## src/rtl/rf_bank_pkg.sv

```systemverilog
// Shared register-file definitions: register count, index width and the
// architecturally special register numbers of the MIPS core.
package rf_bank_pkg;

    localparam int NUM_REGS = 32;
    localparam int ADDR_W   = 5;

    typedef logic [ADDR_W-1:0] reg_idx_t;

    localparam reg_idx_t REG_ZERO = 5'd0;
    localparam reg_idx_t REG_GP   = 5'd28;
    localparam reg_idx_t REG_SP   = 5'd29;
    localparam reg_idx_t REG_RA   = 5'd31;

endpackage

```

## src/rtl/rf_read_port.sv

```systemverilog
// One register-file read port: index-to-data selection, $0 forced to zero,
// optional write-first forwarding of the in-flight write.
module rf_read_port
    import rf_bank_pkg::*;
#(
    parameter int WIDTH  = 32,
    parameter bit BYPASS = 1'b0
) (
    input  logic [ADDR_W-1:0]         addr,
    input  logic [NUM_REGS*WIDTH-1:0] regs_flat,
    input  logic                      wr_en,
    input  logic [ADDR_W-1:0]         wr_addr,
    input  logic [WIDTH-1:0]          wr_data,
    output logic [WIDTH-1:0]          rdata
);

    logic fwd_hit;

    assign fwd_hit = BYPASS && wr_en && (wr_addr != REG_ZERO) && (wr_addr == addr);

    // NOTE: every always_comb output gets a default first, so no path can infer a latch.
    always_comb begin
        rdata = '0;
        if (fwd_hit) begin
            rdata = wr_data;
        end else if (addr != REG_ZERO) begin
            rdata = regs_flat[addr*WIDTH +: WIDTH];
        end
    end

endmodule

```

## src/rtl/rf_bank.sv

```systemverilog
// 32 x WIDTH register file for the single-cycle MIPS core: two combinational
// read ports, one synchronous write port, one debug read port, $0 reads as zero.
module rf_bank
    import rf_bank_pkg::*;
#(
    parameter int               WIDTH   = 32,
    parameter logic [WIDTH-1:0] SP_INIT = 32'h0000_2ffc,
    parameter logic [WIDTH-1:0] GP_INIT = 32'h0000_1800,
    // Must stay 0 in the single-cycle core: WD is a function of RD1/RD2.
    parameter bit               BYPASS  = 1'b0
) (
    input  logic              clk,
    input  logic              rstn,
    input  logic              RFWr,
    input  logic [4:0]        A1,
    input  logic [4:0]        A2,
    input  logic [4:0]        A3,
    input  logic [WIDTH-1:0]  WD,
    output logic [WIDTH-1:0]  RD1,
    output logic [WIDTH-1:0]  RD2,
    input  logic [4:0]        dbg_addr,
    output logic [WIDTH-1:0]  dbg_data,
    output logic [31:0]       wr_count
);

    // $0 has no storage at all.
    logic [WIDTH-1:0]          regs [1:NUM_REGS-1];
    logic [NUM_REGS*WIDTH-1:0] regs_flat;
    logic                      wr_commit;

    assign wr_commit = RFWr && (A3 != REG_ZERO);

    // NOTE: register storage uses non-blocking assignments so every read in the
    // same edge sees pre-edge values.
    // NOTE: the array is reset explicitly because $gp/$sp need defined start values;
    // this keeps it as flops rather than a RAM macro.
    always_ff @(posedge clk) begin
        if (!rstn) begin
            for (int i = 1; i < NUM_REGS; i++) begin
                regs[i] <= '0;
            end
            regs[REG_GP] <= GP_INIT;
            regs[REG_SP] <= SP_INIT;
            wr_count     <= '0;
        end else if (wr_commit) begin
            regs[A3] <= WD;
            wr_count <= wr_count + 32'd1;
        end
    end

    always_comb begin
        regs_flat = '0;
        for (int i = 1; i < NUM_REGS; i++) begin
            regs_flat[i*WIDTH +: WIDTH] = regs[i];
        end
    end

    rf_read_port #(.WIDTH(WIDTH), .BYPASS(BYPASS)) u_rd1 (
        .addr      (A1),
        .regs_flat (regs_flat),
        .wr_en     (RFWr),
        .wr_addr   (A3),
        .wr_data   (WD),
        .rdata     (RD1)
    );

    rf_read_port #(.WIDTH(WIDTH), .BYPASS(BYPASS)) u_rd2 (
        .addr      (A2),
        .regs_flat (regs_flat),
        .wr_en     (RFWr),
        .wr_addr   (A3),
        .wr_data   (WD),
        .rdata     (RD2)
    );

    // Debug port observes committed state only.
    rf_read_port #(.WIDTH(WIDTH), .BYPASS(1'b0)) u_dbg (
        .addr      (dbg_addr),
        .regs_flat (regs_flat),
        .wr_en     (1'b0),
        .wr_addr   (REG_ZERO),
        .wr_data   ('0),
        .rdata     (dbg_data)
    );

endmodule

```

## config.mk

```make
export PLATFORM = sky130hd
export DESIGN_NAME = rf_bank
export DESIGN_NICKNAME = d
export VERILOG_FILES = /design/src/rtl/rf_bank_pkg.sv /design/src/rtl/rf_read_port.sv /design/src/rtl/rf_bank.sv
export SDC_FILE = /design/constraint.sdc
export NUM_CORES = 2
export LEC_CHECK = 0
export BUFFER_PORTS_ARGS = -buffer_cell sky130_fd_sc_hd__clkbuf_2
export CAP_MARGIN = 20
export CELL_PAD_IN_SITES_DETAIL_PLACEMENT = 0
export CELL_PAD_IN_SITES_GLOBAL_PLACEMENT = 1
export CORE_MARGIN = 2
export CORE_UTILIZATION = 58
export DETAILED_ROUTE_END_ITERATION = 16
export GPL_TIMING_DRIVEN = 0
export MAX_ROUTING_LAYER = met4
export PLACE_DENSITY = 0.84
export SYNTH_ARGS = -nofsm -noshare
export SYNTH_HDL_FRONTEND = slang
export SYNTH_HIERARCHICAL = 1
export SYNTH_SLANG_ARGS = --single-unit
```

## constraint.sdc

```tcl
create_clock -name clk -period 9.15 [get_ports clk]
set_clock_uncertainty 0.15 [all_clocks]
set_input_delay 1.3725 -clock clk [delete_from_list [all_inputs] [get_ports clk]]
set_output_delay 1.3725 -clock clk [all_outputs]
set_load 0.02 [all_outputs]
```

# After elaboration in Yosys (flattened, before gate mapping)
# Memory sizes are Yosys's and may differ from the RTL's.
# Index checks and enable logic that the tools add are counted.
# Widths: inputs -> output; s select.
[word_totals]
reg_bits = 32
ramBits = 992
input_bits = 55
output_inout_bits = 128
elab_cells = 26
memories = 1
[op_classes]
add_sub_neg = 1
n_shift = 3
n_mux = 12
bitwise = 2
n_reduce_logical = 6
[mem_list]
columns = ["name", "depth", "width", "rd", "rd_clocked_by_memory_dff", "write_ports", "line", "source"]
rows = [
  ["regs", 31, 32, 31, 0, 31, "rf_bank.sv:27", "logic [WIDTH-1:0] regs [1:NUM_REGS-1];"],
]
[ops]
columns = ["cell", "n"]
rows = [
  ["$shiftx 1024x11->32", 3],
  ["$mux 32", 6],
  ["$add 32x1->32 const B", 1],
  ["$reduce_or 32->1", 1],
  ["$reduce_bool 5->1", 4],
  ["$mux 1", 5],
  ["$mux 5", 1],
  ["$or 1x1->1", 2],
  ["$logic_and 1x1->1", 1],
]

# Longest topological paths before layout
[depth]
word_depth = 7
mapped_depth = 8
ltp_nobuf = 6

# Hierarchy
# Netlist, hierarchy kept.
[by_module_without_submodules]
columns = ["module", "n_inst", "cells_per_inst", "area_each_um2", "seq_area_each_um2"]
rows = [
  ["rf_bank", 1, 2446, 38642.1, 30429.2],
  ["rf_read_port", 3, 664, 8368.0, 0.0],
]

# Least setup slack after synthesis
# OpenSTA, ideal clock, no wires.
[synth_timing]
kind = "input to register"
from = "input rstn"
to = "memory regs[20][0] (enable)"
setup_time_ns = 0.466
arrival_time_ns = 4.605
required_ns = 8.534
setup_slack_ns = 3.929
path_stages = 6
path_buffers = 3
path_cell_list = "clkbuf_1 nand2_1 or3_1 clkbuf_1 clkbuf_1 o21ai_0"
[synth_rtl]
columns = ["element", "line", "source"]
rows = [
  ["from (decl)", "rf_bank.sv:13", "input logic rstn,"],
  ["to (decl)", "rf_bank.sv:27", ""],
]

# Worst setup path after layout
[layout_timing]
from = "input A1[0]"
to = "output RD1[14]"
[layout_via]
elab_chain_cells = 2
word_cells_on_any_way = 3
classes_between = "shift (1); mux (1); reduce/logical (1)"
[layout_lines]
columns = ["element", "line", "source"]
rows = [
  ["from (decl)", "rf_bank.sv:15", "input logic [4:0] A1,"],
  ["$shiftx 1024x11->32 or $reduce_bool 5->1 (tied branches)", "rf_read_port.sv:27, rf_read_port.sv:26", ""],
  ["$mux 32 (*)", "rf_read_port.sv:26", "end else if (addr != REG_ZERO) begin"],
  ["to (decl)", "rf_bank.sv:19", "output logic [WIDTH-1:0] RD1,"],
]
# Every way passes the cells marked *; elsewhere a longest branch is shown, timed or not.

==> results by group <==
Cells and area
  • Finished Layout Cells: 6398
  • Synth-to-layout area growth: 13.1%
  • Layout cells sized above 1: 0.291
  • Fin nets: 4930

Critical path
  • Cell repeated most along the worst path: buf_4
  • Crit path DAT: 5460 ps
  • Reg2Reg Depth: 7
  • Crit path required time: 7630 ps
  • Crit Path Max Fanout: 10
  • Worst setup EP type: output port
  • Reg2Reg Setup Slack: 6650 ps
  • CP max stage delay: 1160 ps
  • Worst path cell trace: buf_4, inv_2, buf_4, buf_4, nor2_1, a22oi_1, a311oi_1, clkbuf_2
  • Kind of critical path: in -> out
  • Worst setup SP type: input pin
  • CP max-delay cell: a311oi_1

CTS
  • CTS H-tree lvls: 3
  • CTS clk-pin slew, worst paths: 60 ps
  • Clk buf depth: 3
  • Hold buffers post-CTS: 0
  • Clk_lat worst skew: 740 ps
  • Root Buffer: clkbuf_16
  • Cts bufs inserted: 112
  • CTS tree: done
  • Post-CTS sizing: 0
  • Clock Sinks: 1024
  • Post-CTS Setup Bufs: 0

Job
  • Max-cap viol count: 0

Power
  • Sequential Power Share: 0.440
  • Clock share of power: 0.376
  • Peak VDD IR: 0.000184 V
  • P_int: 9.04 mW
  • P_leak: 24.8 nW
  • Pwr Density: 176 nW/um^2
  • Switching Share: 0.286
  • Net switching power: 3.63 mW
  • Comb power frac: 0.184

Status
  • Status: complete, no violations

STA
  • Slew margin rel.: 0.0696
  • Final setup viols: 0
  • Setup_tns: 0 ps
  • Final period util: 0.763
  • RSZ-0062 raised after global routing: no
  • F_max: 0.143 GHz
  • Min Clock Period, post-route: 6980 ps
  • Count of final max-slew check failures: 0
  • Final Hold Fails: 0
  • Slew @ Worst Pin: 1390 ps

Global route
  • Grt ovf: 0
  • GRT Overall Usage: 0.516
  • First-pass GRT wire length: 377 mm
  • Largest net degree at the start of global routing: 23
  • Vias in the first global route: 47000
  • Antenna violations before repair: 9

Detailed routing
  • Initial DRC count: 8127
  • Antenna Violating Nets Remaining: 0
  • DRC Markers: 0
  • Drt pass-1 iters: 6
  • Total Routed Length: 280 mm
  • Via density: 7.65
  • Via count: 48900
  • Avg WL per Cell: 43.7 um

Synthesis
  • Mapped Area: 63700 um^2
  • Avg Cell Area, Syn: 14.4 um^2
  • Share of synthesized registers carrying an async set or reset: 0
  • Mapped Cells: 4438
  • Sequential element share of the synthesized area: 0.477
  • Number of synthesis warnings: 6
  • FF+latch count, synth: 1024
  • Synth cell types: 52
  • Synth Flop Type: edfxtp_1
  • Number of synthesized flops with an enable pin: 992

Min path
  • Worst hold path class: reg -> reg
  • Hold path depth: 2

Die
  • Total core area: 109000 um^2
  • Die ar.: 113000 um^2
  • DIE WIDTH: 336 um
  • DIE HEIGHT: 336 um
  • # rows: 121
  • Num ports: 183
  • Initial core utilization: 0.585

Placed design
  • Dpl cells: 6166
  • Gp weighted congestion: 1.03
  • IO Port Bufs: 169
  • Hpwl dp: 204 mm
## worst max-delay path: cells and delay by family
family	cells	cell delay [ps]
compound gates	2	1670
simple gates	1	1080
buf+inv	5	1260
## stage by stage
step                worst slack [ps]  utilization  area, um^2  power, mW  hold slack [ps]
detailed placement              2680        0.626       68200       7.86              355
global route                    2400        0.661       72100       12.8              399
floorplan                       3930            -       64100       6.89              409
global placement                -798        0.612       66700       7.78              347
CTS                             2670        0.660       72000       12.5              364
finish                          2170        0.661       72100       12.7              363
## cells in the final DEF, fill, tap and decap left out, drive strengths merged, types with 16 or more instances in the layout
| cell type | netlist | routed |
|---|---|---|
| a311oi | 96 | 96 |
| bufinv | 0 | 16 |
| dfxtp | 32 | 32 |
| nand2 | 65 | 65 |
| buf | 218 | 272 |
| diode | 0 | 16 |
| nor2b | 102 | 102 |
| a22oi | 96 | 96 |
| mux2 | 96 | 96 |
| mux4 | 672 | 672 |
| conb | 1 | 96 |
| clkinv | 0 | 39 |
| a21oi | 17 | 17 |
| nor2 | 60 | 60 |
| mux2i | 192 | 192 |
| edfxtp | 992 | 992 |
| clkbuf | 297 | 611 |
| a221oi | 72 | 72 |
| o2111ai | 24 | 24 |
| or3 | 28 | 28 |
| a211oi | 96 | 96 |
| o21ai | 212 | 212 |
| and2 | 984 | 984 |
## layer usage
layer	global-route usage	share of wire	up-vias
met5	-	0	-
met4	0.421	0.11	0
met3	0.176	0.15	1221
met2	0.703	0.42	4890
met1	0.623	0.32	24400
li1	-	-	18400
## final cells by class
class | count | area (um^2)
antenna | 16 | 40.0
buffer | 515 | 2790
clock buffer | 141 | 3000
clock inverter | 67 | 777
fill | 7927 | 36900
inverter | 10 | 37.5
multi-input combinational | 2984 | 31200
sequential | 1024 | 30400
tap | 1414 | 1770
timing repair buffer | 227 | 2060
## synthesized netlist by cell type, types with 4 or more instances
cell type,n,area (um^2)
edfxtp_1,992,29800
and2_1,983,6150
mux4_2,672,15100
clkbuf_1,284,1070
mux2i_1,192,1920
o21ai_1,159,796
nor2b_1,99,619
a211oi_1,96,721
a22oi_1,96,721
buf_2,96,480
mux2_2,96,1080
a311oi_1,90,788
a221oi_1,72,631
nand2_1,65,244
buf_4,60,450
nor2_1,60,225
buf_6,59,664
o21ai_0,50,250
dfxtp_1,32,641
or3_1,28,175
o2111ai_1,24,210
a21oi_1,17,85.1
nand4_1,13,81.3
clkbuf_4,9,67.6
nand3_1,9,45.0
xor2_1,8,70.1
inv_1,7,26.3
xnor2_1,7,61.3
a311oi_2,6,90.1
and4_1,5,43.8
or4_4,5,56.3
clkbuf_2,4,20.0
nand3b_1,4,30.0
## cell families after synthesis
family,after synthesis,synth area share
buf+inv,525,0.0444
compound gates,618,0.0686
mux,960,0.285
simple gates,1294,0.123
flops,1024,0.477
xor+xnor,15,0.00206
fa+ha+maj,1,0.000196
other cells,1,0.0000588
## state kept, by name, summed over array words and instances, names as in the netlist
signal    flops
regs        992
wr_count     32
## worst paths after layout
check / from / endpoint
worst min-delay path: wr_count[30] / wr_count[30]
worst max register to register: wr_count[0] / wr_count[28]
worst max-delay path: A1[0] / RD1[14]
worst min register to register: wr_count[30] / wr_count[30]
## power groups by stage
stage	Combinational (mW)	Sequential (mW)	Clock, mW
final	2.33	5.57	4.76
after global routing	2.31	5.60	4.90
after CTS	2.20	5.56	4.72
after detailed placement	2.20	5.66	0
after global placement	2.11	5.67	0
after floorplan	1.28	5.61	0
(Power assumes the default switching activity.)
